==> src/rtl/ascon_serial_io.sv <==
`timescale 1ns/1ps
// Serial W-bit load/unload front-end for the Ascon AEAD core: shifts key, nonce,
// AD, text and expected tag in, pulses the core, then streams text and tag out.
module ascon_serial_io #(
  parameter int K = 128,
  parameter int L = 32,
  parameter int Y = 32,
  parameter int W = 1
) (
  input  logic           clk,
  input  logic           rst,
  input  logic [W-1:0]   key_i,
  input  logic [W-1:0]   nonce_i,
  input  logic [W-1:0]   ad_i,
  input  logic [W-1:0]   din_i,
  input  logic [W-1:0]   tag_i,
  input  logic           in_valid,
  output logic           in_ready,
  input  logic           mode_i,
  output logic [K-1:0]   core_key,
  output logic [127:0]   core_nonce,
  output logic [L-1:0]   core_ad,
  output logic [Y-1:0]   core_din,
  output logic           core_mode,
  output logic           core_start,
  input  logic [Y-1:0]   core_dout,
  input  logic [127:0]   core_tag,
  input  logic           core_done,
  output logic [W-1:0]   dout_o,
  output logic [W-1:0]   tagout_o,
  output logic           out_valid,
  input  logic           out_ready,
  output logic           tag_ok,
  output logic           busy
);

  localparam int KL    = (K > L) ? K : L;
  localparam int YT    = (Y > 128) ? Y : 128;
  localparam int N_IN  = ((KL > YT) ? KL : YT) / W;
  localparam int N_OUT = 128 / W;
  localparam int CW    = $clog2(N_IN + 1);

  localparam logic [CW-1:0] NK       = CW'(K / W);
  localparam logic [CW-1:0] NN       = CW'(128 / W);
  localparam logic [CW-1:0] NL       = CW'(L / W);
  localparam logic [CW-1:0] NY       = CW'(Y / W);
  localparam logic [CW-1:0] LAST_IN  = CW'(N_IN - 1);
  localparam logic [CW-1:0] LAST_OUT = CW'(N_OUT - 1);

  localparam logic [2:0] S_IDLE   = 3'd0;
  localparam logic [2:0] S_LOAD   = 3'd1;
  localparam logic [2:0] S_START  = 3'd2;
  localparam logic [2:0] S_WAIT   = 3'd3;
  localparam logic [2:0] S_UNLOAD = 3'd4;

  logic [2:0]    state;
  logic [CW-1:0] cnt;
  logic [CW-1:0] idx;
  logic [127:0]  tag_exp;
  logic [Y-1:0]  dout_sr;
  logic [127:0]  tag_sr;
  logic          accept;

  assign in_ready   = (state == S_IDLE) || (state == S_LOAD);
  assign accept     = in_valid && in_ready;
  assign core_start = (state == S_START);
  assign out_valid  = (state == S_UNLOAD);
  assign busy       = (state != S_IDLE);
  assign dout_o     = dout_sr[Y-1 -: W];
  assign tagout_o   = tag_sr[127 -: W];
  // The beat accepted in IDLE is beat 0 regardless of the counter.
  assign idx        = (state == S_LOAD) ? cnt : '0;

  // Field registers: each stops shifting once its own beat count is reached,
  // and nothing writes them outside IDLE/LOAD so they stay put for the core.
  always_ff @(posedge clk) begin
    if (rst) begin
      core_key   <= '0;
      core_nonce <= '0;
      core_ad    <= '0;
      core_din   <= '0;
      tag_exp    <= '0;
    end else if (accept) begin
      if (idx < NK) core_key   <= (core_key << W) | K'(key_i);
      if (idx < NN) core_nonce <= (core_nonce << W) | 128'(nonce_i);
      if (idx < NL) core_ad    <= (core_ad << W) | L'(ad_i);
      if (idx < NY) core_din   <= (core_din << W) | Y'(din_i);
      if (idx < NN) tag_exp    <= (tag_exp << W) | 128'(tag_i);
    end
  end

  always_ff @(posedge clk) begin
    if (rst) begin
      state     <= S_IDLE;
      cnt       <= '0;
      core_mode <= 1'b0;
      tag_ok    <= 1'b0;
      dout_sr   <= '0;
      tag_sr    <= '0;
    end else begin
      case (state)
        S_IDLE: if (in_valid) begin
          core_mode <= mode_i;
          tag_ok    <= 1'b0;
          cnt       <= CW'(1);
          state     <= (LAST_IN == '0) ? S_START : S_LOAD;
        end
        S_LOAD: if (in_valid) begin
          if (cnt == LAST_IN) begin
            cnt   <= '0;
            state <= S_START;
          end else begin
            cnt <= cnt + 1'b1;
          end
        end
        S_START: state <= S_WAIT;
        S_WAIT: if (core_done) begin
          dout_sr <= core_dout;
          tag_sr  <= core_tag;
          tag_ok  <= core_mode && (core_tag == tag_exp);
          cnt     <= '0;
          state   <= S_UNLOAD;
        end
        S_UNLOAD: if (out_ready) begin
          dout_sr <= dout_sr << W;
          tag_sr  <= tag_sr << W;
          if (cnt == LAST_OUT) begin
            cnt   <= '0;
            state <= S_IDLE;
          end else begin
            cnt <= cnt + 1'b1;
          end
        end
        default: state <= S_IDLE;
      endcase
    end
  end

endmodule
==> config.mk <==
export PLATFORM = sky130hd
export DESIGN_NAME = ascon_serial_io
export DESIGN_NICKNAME = d
export VERILOG_FILES = /design/src/rtl/ascon_serial_io.sv
export SDC_FILE = /design/constraint.sdc
export NUM_CORES = 1
export LEC_CHECK = 0
export CAP_MARGIN = 20
export CORE_MARGIN = 1.5
export CORE_UTILIZATION = 55
export DETAILED_ROUTE_END_ITERATION = 16
export PLACE_DENSITY = 0.85
export SLEW_MARGIN = 20
export SYNTH_ARGS = -nofsm -noshare
export SYNTH_HDL_FRONTEND = slang
export SYNTH_SLANG_ARGS = --single-unit
==> constraint.sdc <==
create_clock -name clk -period 2.7 [get_ports clk]
set_input_delay 0.54 -clock clk [delete_from_list [all_inputs] [get_ports clk]]
set_output_delay 0.54 -clock clk [all_outputs]
set_load 0.05 [all_outputs]
==> flow_metrics.tcl, run 1 <==
set metrics [dict create \
    status "complete, no violations" \
    relSlewSlack_pct 22.3 \
    critical-path-max-stage-delay_ns 0.53 \
    fin_nets 3729 \
    synth_top_area_share_pct 51.1 \
    async_flop_share_pct 0 \
    drv_cap 0 \
    startpoint_type "flip-flop" \
    yosys_register_bits 621 \
    synth_most_common_cell "nand2_1" \
    antenna_found_initial 5 \
    gr-usage-all-layers_pct 35.6 \
    cp-end-kind "primary output" \
    fillCellCount 3147 \
    drive_above_1_share_pct 5.35 \
    wl_um 84800 \
    worstPathArrival_ns 2.06 \
    post-dp-hpwl_um 59000 \
    tns_ns 0 \
    drc 0 \
    rsz0062_at_grt "false" \
    crit_chain "buf_4 > nand2_4 > inv_12 > buf_16 > buf_12" \
    period_share_pct 96.1 \
    ys_types 51 \
    drv_slew 0 \
    holdWs_ns 0.195 \
    skew_ns 0.0332 \
    clock_path_buffers 3 \
    clkSinkCount 621 \
    timing.final.ws_setup_ns 0.105 \
    max_freq_mhz 385 \
    hold_viol 0 \
    cp_slowest_cell "dfxtp_1" \
    worst_slew_pin_slew_ns 1.17 \
    grt_pass1_vias 22515 \
    htree_levels 2 \
    drt_iter0_markers 2648 \
    initial_utilization_pct 56.2 \
    syn_nets 3336 \
    setup_viol 0 \
    gp_congestion 0.985 \
    dieArea_um2 45500 \
    fin_crit_ns 2.60 \
    met3_usage_pct 8.89 \
    vdd_ir_drop_max_v 0.000616 \
    via_per_inst 5.72 \
    syn_inst 3164 \
    design_area_um2 32100 \
    pin_count 499 \
    die_w_um 213 \
    avgSynthCellArea_um2 7.70 \
    cts-root-buf "clkbuf_16" \
    ys_seq_area_share_pct 51.1 \
    die_y_um 213 \
    vias 23996 \
    powerDensity_nw_per_um2 648 \
    wl_per_cell_um 20.2 \
    yosysWarnings 0 \
    portBuffers 498 \
    synth_area_um2 24400 \
    clk_pin_slew_ns 0.07 \
    grt_max_degree 254 \
    path_class "reg2out" \
    grt_use_met1_pct 44.7 \
    ant_nets 0 \
    cp_max_fo 38 \
    synth_edf_count 0 \
    synth_top_area_cell "dfxtp_1" \
    synthTopCellsByArea "dfxtp_1, nand2_1, a21oi_1, a311oi_1, nor2_1" \
    rows 76 \
    grtUsageMet2_pct 56.4 \
    top_usage_layer "met2" \
    place_ws_ns -0.135 \
    required_ns 2.16 \
    cts_tree "yes" \
    synthToLayoutAreaGrowth_pct 31.7 \
    drtPass1Iterations 6 \
    grt_overflow 0 \
    cts_made_buffers 60 \
    placed_area_um2 29900 \
    coreArea_um2 43400 \
    leakage_nw 10.7 \
    grt_pass1_wl_um 126000 \
    ys.flop_type "dfxtp_1" \
    clk_latency_ns 0.63 \
    min-delay-path-class "in2reg" \
    synthTopCellsByCount "nand2_1, dfxtp_1, a21oi_1" \
]
==> worst max-delay path, delay by kind of cell, from the launching register on <==
family | cells | cell delay (ns)
buffers and inverters | 4 | 0.77
flip-flops | 1 | 0.53
AND/OR/NAND/NOR | 1 | 0.09
==> worst paths after layout <==
check | from | end | slack (ns) | cells after the start
setup reg to reg | state[0]$_SDFFE_PP0P_ | tag_sr[90]$_SDFFE_PP0P_ | 0.15 | 6
hold reg to reg | tag_exp[124]$_SDFFE_PP0P_ | tag_exp[125]$_SDFFE_PP0P_ | 0.46 | 2
hold / removal | rst | core_key[43]$_SDFFE_PP0P_ | 0.19 | 2
setup / recovery | state[2]$_SDFFE_PP0P_ | out_valid | 0.10 | 5
==> state kept, by name, indices dropped and copies added, names as in the netlist <==
signal      count
cnt             8
core_ad        32
core_din       32
core_key      128
core_mode       1
core_nonce    128
dout_sr        32
state           3
tag_exp       128
tag_ok          1
tag_sr        128
==> layer usage <==
metal  share of wire (%)  routed length [um]
met3                 9.3                7920
met2                  46               38800
met5                   0                   0
met4                 5.4                4550
met1                  40               33500
==> cells by family (layout without fill, tap and decap cells) <==
family	after synthesis	in the layout	synth area share, %
multiplexers	3	3	0.123
buffers and inverters	295	738	5.01
flip-flops	621	621	51.1
adder cells (fa/ha/maj)	1	1	0.0514
XOR/XNOR	71	71	2.55
AO/OA/AOI/OAI	681	681	17.1
other	0	6	0
AND/OR/NAND/NOR	1492	1492	24.1
==> layout make-up <==
class / instances / area (um2) / share of cell area (%)
diodes: 6 / 15.0 / 0.0468
clock buffers: 81 / 1740 / 5.43
clock inverters: 31 / 347 / 1.08
inverters: 55 / 219 / 0.683
multi-input cells: 2248 / 10700 / 33.5
flip-flops and latches: 621 / 12400 / 38.8
well taps: 585 / 732 / 2.28
repair buffers: 571 / 5840 / 18.2
==> metrics by stage <==
step / instances / util, % / total power [mW]
after floorplan: 3164 / - / 11.1
after global placement: 4079 / 69.0 / 12.0
after detailed placement: 4079 / 69.0 / 12.1
after CTS: 4192 / 73.9 / 20.8
after global routing: 4197 / 73.9 / 21.4
final: 4198 / 73.9 / 20.8
==> where the power goes <==
group	switching [mW]	leakage [nW]	total, mW	internal (mW)
clock	3.70	1.04	8.80	5.10
combinational	1.72	4.65	2.52	0.796
sequential	0.120	5.00	9.46	9.34
==> timing repair <==
item,in CTS,in global routing
resized for setup,5,1
cloned,1,0
buffers inserted,0,0
setup endpoints to repair,3,1
pin swaps,0,0
hold buffers,0,0
==> placed cells by master, fill, tap and decap left out, types with 3 or more instances in the layout <==
cell,Yosys,layout
o2bb2ai_1,7,7
buf_12,0,21
xnor2_1,35,35
a21oi_1,456,455
nor4_1,15,15
nand3_1,5,4
a2111o_1,3,3
buf_4,8,52
a22o_1,4,4
diode_2,0,6
and3_1,4,3
a211oi_1,29,29
a2111oi_0,6,6
a22oi_1,3,3
nand2b_1,19,19
clkinv_2,0,19
clkbuf_16,0,61
a311oi_1,131,131
dfxtp_1,621,621
clkbuf_8,0,14
nor3_1,30,30
clkdlybuf4s50_1,0,493
bufinv_16,0,6
o22ai_1,18,18
a221oi_1,3,3
nand2_1,1169,1167
nand4_1,18,18
clkbuf_1,161,6
o2111ai_1,4,4
nor2b_1,18,18
inv_1,54,54
nor2_1,205,204
mux2i_1,3,3
xor2_1,36,36
Note: power is estimated with default switching activity, not from simulation.
==> run 2, diff against run 1 <==
- CORE_UTILIZATION: 55 -> 51
- PLACE_DENSITY: 0.85 -> 0.79
- clock period: 2.7 -> 2.9 ns (I/O delays scaled with it)
==> flow_metrics.tcl, run 2 (same netlist as run 1, synthesis figures left out) <==
set metrics [dict create \
    top_usage_layer "met2" \
    ant_nets 0 \
    rr_worst_depth 6 \
    met3_usage_pct 8.65 \
    grt_max_degree 221 \
    portBuffers 498 \
    gp_congestion 0.992 \
    antenna_found_initial 8 \
    clk_latency_ns 0.63 \
    powerDensity_nw_per_um2 617 \
    cp_max_fo 69 \
    timing.rr.start "state[2]$_SDFFE_PP0P_" \
    clock_path_buffers 3 \
    drive_above_1_share_pct 4.82 \
    grtUsageMet2_pct 53.6 \
    hp-start "rst" \
    wl_per_cell_um 20.0 \
    max_freq_mhz 362 \
    ctsHoldBuffers 0 \
    status "complete, no violations" \
    drv_slew 0 \
    leakage_nw 10.7 \
    drt_iter0_markers 2314 \
    die_w_um 222 \
    grt_overflow 0 \
    dieArea_um2 49100 \
    fin_crit_ns 2.76 \
    via_per_inst 5.66 \
    relSlewSlack_pct 26.7 \
    vdd_ir_drop_max_v 0.000460 \
    drv_cap 0 \
    drtPass1Iterations 6 \
    skew_ns 0.0169 \
    cts.repair.resized 4 \
    fin_nets 3713 \
    crit_start "state[1]$_SDFFE_PP0P_" \
    post-dp-hpwl_um 58700 \
    initial_utilization_pct 52.0 \
    htree_levels 2 \
    min-delay-path-class "in2reg" \
    die_y_um 222 \
    worstPathArrival_ns 2.18 \
    reg2reg_to "tag_sr[106]$_SDFFE_PP0P_" \
    wl_um 84200 \
    worst_slew_pin_slew_ns 1.10 \
    period_share_pct 95.1 \
    p_total_mw 19.8 \
    path_class "reg2out" \
    post_cts_buffers 0 \
    hold_viol 0 \
    cp-end-kind "primary output" \
    setup_viol 0 \
    cts-root-buf "clkbuf_16" \
    hold_end "core_key[21]$_SDFFE_PP0P_" \
    grt_pass1_vias 22125 \
    mostFrequentLayoutCell "nand2_1" \
    clk_pin_slew_ns 0.06 \
    cts_made_buffers 61 \
    hold_depth 2 \
    rrSetupSlack_ns 0.24 \
    cts_tree "yes" \
    rsz0062_at_grt "false" \
    most-common-layout-cells "nand2_1, dfxtp_1, clkdlybuf4s50_1, a21oi_1, nor2_1" \
    rows 79 \
    drc 0 \
    synthToLayoutAreaGrowth_pct 31.6 \
    required_ns 2.32 \
    grt_use_met1_pct 41.5 \
    coreArea_um2 46900 \
    grt_pass1_wl_um 128000 \
    pin_count 499 \
    gr-usage-all-layers_pct 33.1 \
    startpoint_type "flip-flop" \
    vias 23771 \
    clkSinkCount 621 \
    holdWs_ns 0.293 \
]
-- run 2: metrics by stage --
step / TNS, ns / std cells / util, % / worst slack (ns) / cell area (um2)
after floorplan: 0 / 3164 / - / 0.669 / 24400
after detailed placement: 0 / 4084 / 63.6 / 0.0190 / 29800
after global placement: -0.0486 / 4084 / 63.6 / -0.0486 / 29800
final: 0 / 4203 / 68.4 / 0.141 / 32100
after CTS: 0 / 4199 / 68.4 / 0.133 / 32000
after global routing: 0 / 4202 / 68.4 / 0.0344 / 32100
-- run 2: layout make-up --
class	count	area, um2
fillers	3737	14800
flip-flops and latches	621	12400
multi-input cells	2248	10700
repair buffers	554	5670
clock buffers	95	1930
well taps	607	759
clock inverters	19	307
inverters	55	211
diodes	4	10.0
-- run 2: worst max-delay path by stage --
stage / slack (ns) / depth (start not counted) / endpoint
final: 0.14 / 5 / out_valid
after global routing: 0.03 / 5 / out_valid
after CTS: 0.13 / 5 / out_valid
after detailed placement: 0.02 / 8 / tag_ok$_SDFFE_PP0P_
after global placement: -0.05 / 8 / tag_ok$_SDFFE_PP0P_
after floorplan: 0.67 / 8 / core_ad[10]$_SDFFE_PP0P_
-- run 2: routing by layer --
metal  vias up  wire [um]
met2      1078      38900
met5         -         65
met4        10       3790
li1      11243          -
met1     11238      33400
met3       202       8060
-- run 2: critical path: stages (launching register included) --
cell     delay [ns]
dfxtp_1        0.48
nor2_1         0.30
nand2_4        0.11
inv_6          0.14
buf_16         0.30
buf_12         0.19
-- run 2: report_power, final --
group / switching [mW] / internal [mW]
sequential: 0.122 / 8.70
combinational: 1.59 / 0.699
clock: 3.42 / 5.25
total: 5.12 / 14.6
==> run 3, diff against run 2 <==
- CTS_CLUSTER_DIAMETER: unset -> 200
==> results of run 3 <==
No change in the layout: final DEF, timing and power equal those of run 2.
